==> src/rtl/rv32_pkg.sv <==
// Shared RV32 front-end constants used by the fetch unit and its buffers.
package rv32_pkg;
  localparam int XLEN = 32;
  localparam logic [XLEN-1:0] RESET_PC = 32'h0000_0000;
  localparam int INSTR_W = 32;
  localparam logic [INSTR_W-1:0] NOP = 32'h0000_0013;
  localparam int FETCH_DEPTH = 2;
endpackage

==> src/rtl/fetch_fifo.sv <==
// Synchronous DEPTH-entry FIFO with a flush that empties it in one cycle.
// Pop on empty and push on full (without a same-cycle pop) are ignored.
module fetch_fifo #(
  parameter int W     = 64,
  parameter int DEPTH = 2
) (
  input  logic                     clk,
  input  logic                     rst,
  input  logic                     flush,
  input  logic                     push,
  input  logic [W-1:0]             push_data,
  input  logic                     pop,
  output logic [W-1:0]             head,
  output logic [$clog2(DEPTH):0]   count,
  output logic                     empty,
  output logic                     full
);
  localparam int AW = $clog2(DEPTH);

  logic [W-1:0]  mem_q [DEPTH];
  logic [AW-1:0] wr_ptr_q, wr_ptr_d;
  logic [AW-1:0] rd_ptr_q, rd_ptr_d;
  logic [AW:0]   count_q, count_d;
  logic          do_push, do_pop;

  always_comb begin
    empty    = (count_q == '0);
    full     = (count_q == (AW+1)'(DEPTH));
    do_pop   = pop && !empty;
    // A full FIFO can still take a push when the head leaves in the same cycle.
    do_push  = push && (!full || do_pop);
    wr_ptr_d = wr_ptr_q + AW'(do_push);
    rd_ptr_d = rd_ptr_q + AW'(do_pop);
    count_d  = count_q + (AW+1)'(do_push) - (AW+1)'(do_pop);
    if (flush) begin
      wr_ptr_d = '0;
      rd_ptr_d = '0;
      count_d  = '0;
    end
  end

  always_ff @(posedge clk) begin
    if (rst) begin
      wr_ptr_q <= '0;
      rd_ptr_q <= '0;
      count_q  <= '0;
    end else begin
      wr_ptr_q <= wr_ptr_d;
      rd_ptr_q <= rd_ptr_d;
      count_q  <= count_d;
    end
  end

  always_ff @(posedge clk) begin
    if (do_push && !flush) begin
      mem_q[wr_ptr_q] <= push_data;
    end
  end

  assign head  = mem_q[rd_ptr_q];
  assign count = count_q;
endmodule

==> src/rtl/fetch_unit.sv <==
// Instruction-fetch front end: owns the PC, issues word fetches, pairs in-order
// responses with their PCs and buffers {pc,instr} toward decode; redirects flush.
module fetch_unit
  import rv32_pkg::*;
#(
  parameter int              XLEN     = rv32_pkg::XLEN,
  parameter logic [XLEN-1:0] RESET_PC = rv32_pkg::RESET_PC,
  parameter int              DEPTH    = FETCH_DEPTH
) (
  input  logic               clk,
  input  logic               rst,
  input  logic               redirect_valid,
  input  logic [XLEN-1:0]    redirect_pc,
  output logic               imem_req_valid,
  input  logic               imem_req_ready,
  output logic [XLEN-1:0]    imem_req_addr,
  input  logic               imem_rsp_valid,
  input  logic [INSTR_W-1:0] imem_rsp_data,
  output logic               out_valid,
  input  logic               out_ready,
  output logic [XLEN-1:0]    out_pc,
  output logic [INSTR_W-1:0] out_instr
);
  // Both channels are strict valid/ready: a transfer happens on a rising edge
  // where valid && ready; a stalled request holds its address (only a redirect
  // may replace it), and responses carry no ready since credits bound them.
  localparam int CW = $clog2(DEPTH) + 1;
  localparam int BW = XLEN + INSTR_W;

  logic [XLEN-1:0] pc_q, pc_d;
  logic [CW-1:0]   kill_q, kill_d;
  logic [CW-1:0]   pcq_count, buf_count, outstanding_next;
  logic [CW:0]     credit_used;
  logic [XLEN-1:0] pcq_head;
  logic [BW-1:0]   buf_head;
  logic            pcq_empty, pcq_full, buf_empty, buf_full;
  logic            req_accept, rsp_keep, out_fire;

  // Outstanding fetches are exactly the occupancy of the in-flight PC queue.
  always_comb begin
    credit_used    = {1'b0, pcq_count} + {1'b0, buf_count};
    imem_req_valid = !rst && (credit_used < (CW+1)'(DEPTH));
    imem_req_addr  = pc_q;
    req_accept     = imem_req_valid && imem_req_ready;
    rsp_keep       = imem_rsp_valid && (kill_q == '0) && !redirect_valid;
    out_valid      = !rst && !buf_empty;
    out_fire       = out_valid && out_ready;
    out_pc         = buf_head[BW-1 -: XLEN];
    out_instr      = out_valid ? buf_head[INSTR_W-1:0] : NOP;
  end

  always_comb begin
    outstanding_next = pcq_count + CW'(req_accept) - CW'(imem_rsp_valid);
    pc_d   = pc_q;
    kill_d = kill_q;
    if (req_accept) begin
      pc_d = pc_q + XLEN'(4);
    end
    if (imem_rsp_valid && (kill_q != '0)) begin
      kill_d = kill_q - CW'(1);
    end
    // Everything still in flight after this cycle predates the redirect.
    if (redirect_valid) begin
      pc_d   = redirect_pc & ~XLEN'(3);
      kill_d = outstanding_next;
    end
  end

  always_ff @(posedge clk) begin
    if (rst) begin
      pc_q   <= RESET_PC;
      kill_q <= '0;
    end else begin
      pc_q   <= pc_d;
      kill_q <= kill_d;
    end
  end

  fetch_fifo #(.W(XLEN), .DEPTH(DEPTH)) u_pc_queue (
    .clk       (clk),
    .rst       (rst),
    .flush     (1'b0),
    .push      (req_accept),
    .push_data (pc_q),
    .pop       (imem_rsp_valid),
    .head      (pcq_head),
    .count     (pcq_count),
    .empty     (pcq_empty),
    .full      (pcq_full)
  );

  fetch_fifo #(.W(BW), .DEPTH(DEPTH)) u_out_buf (
    .clk       (clk),
    .rst       (rst),
    .flush     (redirect_valid),
    .push      (rsp_keep),
    .push_data ({pcq_head, imem_rsp_data}),
    .pop       (out_fire),
    .head      (buf_head),
    .count     (buf_count),
    .empty     (buf_empty),
    .full      (buf_full)
  );

  always_ff @(posedge clk) begin
    if (!rst) begin
      if (imem_rsp_valid) assert (!pcq_empty);
      if (req_accept) assert (!pcq_full);
      if (rsp_keep) assert (!buf_full || out_fire);
    end
  end
endmodule

==> config.mk <==
export PLATFORM = sky130hd
export DESIGN_NAME = fetch_unit
export DESIGN_NICKNAME = d
export VERILOG_FILES = /design/src/rtl/rv32_pkg.sv /design/src/rtl/fetch_fifo.sv /design/src/rtl/fetch_unit.sv
export SDC_FILE = /design/constraint.sdc
export NUM_CORES = 1
export LEC_CHECK = 0
export CAP_MARGIN = 10
export CORE_ASPECT_RATIO = 0.9
export CORE_MARGIN = 2
export CORE_UTILIZATION = 52
export CTS_CLUSTER_DIAMETER = 60
export DETAILED_ROUTE_END_ITERATION = 10
export PLACE_DENSITY = 0.79
export SETUP_SLACK_MARGIN = 0.5
export SLEW_MARGIN = 10
export SYNTH_ARGS = -nofsm -noshare
export SYNTH_HDL_FRONTEND = slang
export SYNTH_SLANG_ARGS = --single-unit
==> constraint.sdc <==
create_clock -name clk -period 3.8 [get_ports clk]
set_input_delay 1.14 -clock clk [delete_from_list [all_inputs] [get_ports clk]]
set_output_delay 1.14 -clock clk [all_outputs]
set_load 0.01 [all_outputs]
==> run_results.csv, run 1 <==
group,metric,value,unit
critical_path,ff2ff_setup_slack,0.63,ns
critical_path,critPathLaunchType,"flip-flop",
global_route,grt_max_degree,51,
power_and_ir_drop,peakVddDrop,0.3287,mV
floorplanning,initial_utilization,52.85,%
route,initialDrtViolationCount,572,
floorplanning,fp.coreArea,17500,µm²
critical_path,cp_max_fo,12,
sta,drv_slew,0,
logic_synthesis,ys_types,51,
sta,hold_viol_final,0,
cells_and_area,diodes,0,
clock_network,clkTransAtPathRegs,0.06,ns
placement,dpl_worst_slack,0.001020,ns
route,via_count,6095,
power_and_ir_drop,combPwrFrac,15.6,%
power_and_ir_drop,power.density,502.9,nW/µm²
clock_network,clock_latency,0.51,ns
cells_and_area,fin_nets,906,
route,drc_errors,0,
power_and_ir_drop,intPower,4568,µW
route,post_drt_wl_per_cell,19.35,µm
logic_synthesis,ys_seq_elements,224,
min_path,holdCritPathClass,"flip-flop to flip-flop",
cells_and_area,synthToLayoutAreaGrowth,29.63,%
critical_path,arrival,3.56,ns
floorplanning,die_y,130.5,µm
logic_synthesis,yosysMostFrequentCell,"edfxtp_1",
cells_and_area,final_cells,1082,
sta,setup_slack,0.6319,ns
cells_and_area,num-fill-cells,1263,
route,firstDrtPassIters,5,
placement,routabilityCongestion,0.8232,
logic_synthesis,synth.avg_cell_area,14.34,µm²
cells_and_area,multi_input_area,2749,µm²
global_route,grt-ovfl-total,0,
clock_network,cts_tree,"yes",
critical_path,cp-end-kind,"flip-flop",
clock_network,cts.htree.levels,1,
power_and_ir_drop,p_leak,0.004100,µW
sta,rsz0062_at_grt,"no",
cells_and_area,layout-drive-gt1-share,20.07,%
cells_and_area,postLayoutCoreUtil,68.51,%
logic_synthesis,ys_top_cells_by_area,"edfxtp_1 60%, dfxtp_1 8.7%, mux2_2 7.3%",
power_and_ir_drop,netSwitchingFraction,24.23,%
sta,worst_pin_slew,0.5557,ns
power_and_ir_drop,seqPwrFrac,50.7,%
clock_network,holdBufCountCts,0,
logic_synthesis,postSynthCellCount,645,
power_and_ir_drop,pwr-share-clk,33.6,%
global_route,grt_first_pass_wirelength,31.46,mm
logic_synthesis,synth_edf_count,184,
floorplanning,io_pins,168,
power_and_ir_drop,power,6029,µW
cells_and_area,seqCellArea,6330,µm²
status,status,"complete, no violations",
global_route,grt_usage,21.66,%
route,vias_per_cell,5.633,
clock_network,clock-sinks,224,
sta,slew_headroom,62.90,%
floorplanning,row_count,46,
placement,port_buffers,161,
global_route,grt_pass1_vias,5974,
logic_synthesis,synth_top_area_cell,"edfxtp_1",
sta,setup_viol,0,
clock_network,cts-buffers-inserted,23,
clock_network,root_buffer,"clkbuf_16",
floorplanning,die_x,144.6,µm
route,drt_wl_total,20.94,mm
logic_synthesis,yosys-top-cells-count,"184 x edfxtp_1, 62 x nor2_1, 60 x mux2_2",
sta,finClkSkew,0.01348,ns
logic_synthesis,synth_area,9248,µm²
logic_synthesis,seq_area_frac_synth,68.41,%
sta,fmax,0.3157,GHz
logic_synthesis,async_reset_ff_share,0,%
clock_network,clockBufferDepth,3,
logic_synthesis,ys.flop_type,"edfxtp_1",
route,ant_nets,0,
placement,numPlacedInstances,1031,
critical_path,required,4.20,ns
floorplanning,die_area,18870,µm²
power_and_ir_drop,power_switching,1461,µW
placement,place_hpwl,13.70,mm
global_route,antenna_found_initial,0,
critical_path,critical_path_class,"flip-flop to flip-flop",
logic_synthesis,synth_top_area_share,59.75,%
sta,timing.final.crit_share,83.37,%
sta,setup_tns,0,ns
logic_synthesis,yosysWarnings,0,
sta,min_period,3.168,ns
run,max_cap_violations,0,
==> layout make-up <==
class | count | share of cell area, %
timing repair buffer | 188 | 15.27
sequential | 224 | 52.80
inverter | 24 | 0.8141
tap | 240 | 2.505
clock buffer | 31 | 5.219
clock inverter | 11 | 0.4592
multi-input combinational | 364 | 22.93
==> cell usage in the layout (no fill, tap or decap), types with 10 or more instances in the layout <==
| cell | count |
|---|---|
| ha_1 | 10 |
| dfxtp_1 | 39 |
| nand3_1 | 15 |
| or4_1 | 14 |
| xnor2_1 | 10 |
| buf_4 | 15 |
| nand2_1 | 27 |
| nand4_1 | 16 |
| mux2_2 | 60 |
| clkdlybuf4s50_1 | 126 |
| nor2_1 | 51 |
| edfxtp_1 | 184 |
| buf_2 | 24 |
| clkbuf_16 | 24 |
| a311oi_1 | 11 |
| inv_1 | 21 |
| mux2i_1 | 32 |
==> metal layers <==
metal / track usage, % / wire length [µm]
met5: 0 / 0
met4: 7.710 / 655
met3: 3.863 / 1534
met2: 36.47 / 10300
met1: 28.65 / 8449
==> critical path, stage by stage (launching register included) <==
cell	delay, ns
dfxtp_1	0.37
inv_1	0.09
nor2_1	0.12
fa_1	0.45
or4b_4	0.67
clkinv_2	0.21
nand2_1	0.29
or4_1	0.52
a311oi_1	0.32
==> stage by stage <==
stage | instance area (µm²) | hold slack [ns]
finish | 11990 | 0.5282
CTS | 11920 | 0.5255
global route | 11990 | 0.5477
detailed placement | 11210 | 0.5258
global placement | 11210 | 0.5205
floorplan | 9265 | 0.5134
==> repair_timing <==
| item | in CTS | in global routing |
|---|---|---|
| gates cloned | 3 | 0 |
| resized for setup | 134 | 26 |
| setup endpoints to repair | 38 | 23 |
| setup buffers | 6 | 0 |
==> final timing paths <==
path | startpoint | endpoint | cells after the start
worst max-delay path | u_out_buf.count[0] | imem_req_addr[17] | 8
worst min-delay path | imem_req_addr[31] | u_pc_queue.mem_q[1][31] | 0
worst max register to register | u_out_buf.count[0] | imem_req_addr[17] | 8
worst min register to register | imem_req_addr[31] | u_pc_queue.mem_q[1][31] | 0
==> flip-flops by register name, indices dropped and copies added, names as in the netlist <==
name / cells
u_pc_queue.count: 2
u_pc_queue.rd_ptr_q: 1
u_out_buf.count: 2
u_out_buf.rd_ptr_q: 1
u_pc_queue.wr_ptr_q: 1
u_out_buf.wr_ptr_q: 1
u_pc_queue.mem_q: 60
imem_req_addr: 30
kill_q: 2
u_out_buf.mem_q: 124
==> power by group through the flow <==
stage	clock network [µW]	registers, µW	logic [µW]
global placement	0	3090	883
detailed placement	0	3110	926
floorplan	0	3070	539
global route	2160	3080	1030
CTS	2060	3060	940
finish	2030	3060	942
==> logic make-up after synthesis <==
logic type / synth area share, %
AO/OA/AOI/OAI: 5.209
XOR/XNOR: 1.610
adder cells (fa/ha/maj): 1.569
buffers and inverters: 2.692
flip-flops: 68.41
multiplexers: 10.77
other: 0.04055
AND/OR/NAND/NOR: 9.701
Power figures use the tool's default switching activity.
==> inputs of run 2 (changes only) <==
CORE_UTILIZATION = 47   (was 52)
PLACE_DENSITY = 0.76   (was 0.79)
clock period = 2.5 ns   (was 3.8 ns; I/O delays follow)
==> run 2 against run 1 <==
The run now ends with setup timing left. Die area is 10% higher. Sequential power rose by 52%. First-iteration DRC count increased by 8.0%. Via count rose by 10%. Critical path depth unchanged. Sequential share of layout area decreased by 8.9 points. Utilization rose by 7.3 points. Clock skew is 0.0035 ns higher. Global-route usage increased by 1.5 points. Clock power is 76% higher. Wire length grew 22%. Largest power group unchanged.
==> run_results.csv, run 2 (synthesis results as in run 1) <==
group,metric,value,unit
sta,fmax,0.3382,GHz
cells_and_area,num-fill-cells,1084,
placement,place_hpwl,15.20,mm
floorplanning,io_pins,168,
clock_network,clock_latency,0.53,ns
power_and_ir_drop,p_leak,0.005434,µW
cells_and_area,diodes,0,
status,status,"finished with violations",
clock_network,cts-buffers-inserted,24,
floorplanning,die_x,151.9,µm
sta,finClkSkew,0.01693,ns
sta,setup_slack,-0.4573,ns
min_path,holdCritPathClass,"flip-flop to flip-flop",
sta,hold_viol_final,0,
cells_and_area,synthToLayoutAreaGrowth,57.62,%
sta,timing.final.crit_share,118.3,%
floorplanning,fp.coreArea,19220,µm²
critical_path,cp_max_fo,6,
power_and_ir_drop,power.density,703.7,nW/µm²
placement,dpl_cell_area,11920,µm²
floorplanning,die_area,20810,µm²
placement,port_buffers,161,
cells_and_area,fin_nets,999,
floorplanning,initial_utilization,48.12,%
sta,setup_viol,110,
sta,setup_tns,-9.079,ns
placement,numPlacedInstances,1078,
clock_network,clockBufferDepth,3,
cells_and_area,largest_reg_flops,124,
sta,drv_slew,0,
placement,routabilityCongestion,0.8559,
route,drt_wl_total,25.49,mm
critical_path,critPathLaunchType,"flip-flop",
route,initialDrtViolationCount,618,
route,ant_nets,0,
global_route,grt_usage,23.15,%
clock_network,root_buffer,"clkbuf_16",
clock_network,clock-sinks,224,
cells_and_area,final_cell_mix,"184 x edfxtp_1, 93 x buf_6, 65 x clkdlybuf4s50_1, 45 x buf_4, 31 x nor2_1",
clock_network,clkTransAtPathRegs,0.07,ns
global_route,grt_pass1_vias,6769,
route,drc_errors,0,
global_route,grt_max_degree,32,
sta,rsz0062_at_grt,"yes",
route,via_count,6710,
critical_path,critical_path_class,"flip-flop to flip-flop",
floorplanning,die_y,137.1,µm
global_route,antenna_found_initial,0,
route,post_drt_wl_per_cell,21.49,µm
sta,min_period,2.957,ns
clock_network,cts.htree.levels,1,
status,violations,"setup timing",
critical_path,arrival,3.33,ns
cells_and_area,top_register,"u_out_buf.mem_q",
global_route,grt-ovfl-total,0,
run,max_cap_violations,0,
clock_network,holdBufCountCts,0,
cells_and_area,final_cells,1186,
cells_and_area,layout_commonest_cell,"edfxtp_1",
critical_path,cp-end-kind,"flip-flop",
critical_path,required,2.87,ns
global_route,grt_first_pass_wirelength,37.20,mm
floorplanning,row_count,48,
route,firstDrtPassIters,5,
power_and_ir_drop,peakVddDrop,0.5124,mV
cells_and_area,layout-drive-gt1-share,45.09,%
clock_network,cts_tree,"yes",
route,vias_per_cell,5.658,
cells_and_area,final_area,14580,µm²
==> run 2: cell count changes in the layout (fill, tap and decap cells not counted), sizes merged <==
cell,previous run,this run
bufinv,0,3
clkinvlp,2,6
inv,23,24
clkdlybuf4s50,126,65
dlymetal6s2s,0,23
clkinv,10,11
clkbuf,34,27
buf,54,182
dlygate4sd2,2,3
clkdlybuf4s15,3,4
==> run 2: repair_timing <==
item / CTS / global route
pin swaps: 29 / 42
gates cloned: 7 / 3
resized for setup: 496 / 103
setup buffers: 33 / 21
endpoints found under the setup margin: 315 / 315
hold endpoints to repair: 0 / 0
==> run 2: cell type report <==
| type | count | area, µm² | share of cell area [%] |
|---|---|---|---|
| sequential | 224 | 6395 | 43.87 |
| multi-input combinational | 364 | 3652 | 25.06 |
| timing repair buffer | 280 | 3289 | 22.57 |
| clock buffer | 24 | 600.6 | 4.120 |
| tap | 250 | 312.8 | 2.146 |
| clock inverter | 20 | 207.7 | 1.425 |
| inverter | 24 | 118.9 | 0.8154 |
==> run 2: critical path, cell delays in order (launching register included) <==
cell	delay, ns
dfxtp_2	0.34
inv_2	0.04
nor2_2	0.10
fa_1	0.45
or4b_4	0.57
inv_8	0.12
nand4_4	0.13
or4_1	0.54
a311oi_1	0.50
==> run 2: worst paths after layout <==
check                          start                 endpoint  slack, ns  cells after the start
setup / recovery  u_out_buf.count[0]        imem_req_addr[26]      -0.46                      8
hold / removal     imem_req_addr[21]  u_pc_queue.mem_q[1][21]       0.50                      0
setup reg to reg  u_out_buf.count[0]        imem_req_addr[26]      -0.46                      8
hold reg to reg    imem_req_addr[21]  u_pc_queue.mem_q[1][21]       0.50                      0
==> run 2: layer usage <==
metal	vias up	wire length [µm]	track usage, %
met2	312	13300	43.12
met3	66	1539	4.148
met4	0	675	5.400
met1	3328	9974	28.25
met5	-	0	0
li1	3004	-	-
==> run 2: report_power, final <==
part	internal, µW	total [µW]	switching [µW]
Combinational	1090	2040	951
Clock	2090	3580	1490
Sequential	4470	4640	168
==> run 2: through the flow <==
| step | setup WS [ns] | util [%] | total power, µW | hold slack, ns |
|---|---|---|---|---|
| 2_1_floorplan | -0.05060 | - | 5579 | 0.5147 |
| 5_1_grt | -0.5157 | 75.85 | 10610 | 0.5066 |
| 3_3_place_gp | -0.5840 | 62.04 | 6258 | 0.5235 |
| 4_1_cts | -0.1019 | 72.73 | 10140 | 0.5323 |
| 3_5_place_dp | -0.6972 | 62.04 | 6349 | 0.5441 |
| 6_report | -0.4573 | 75.85 | 10260 | 0.5012 |
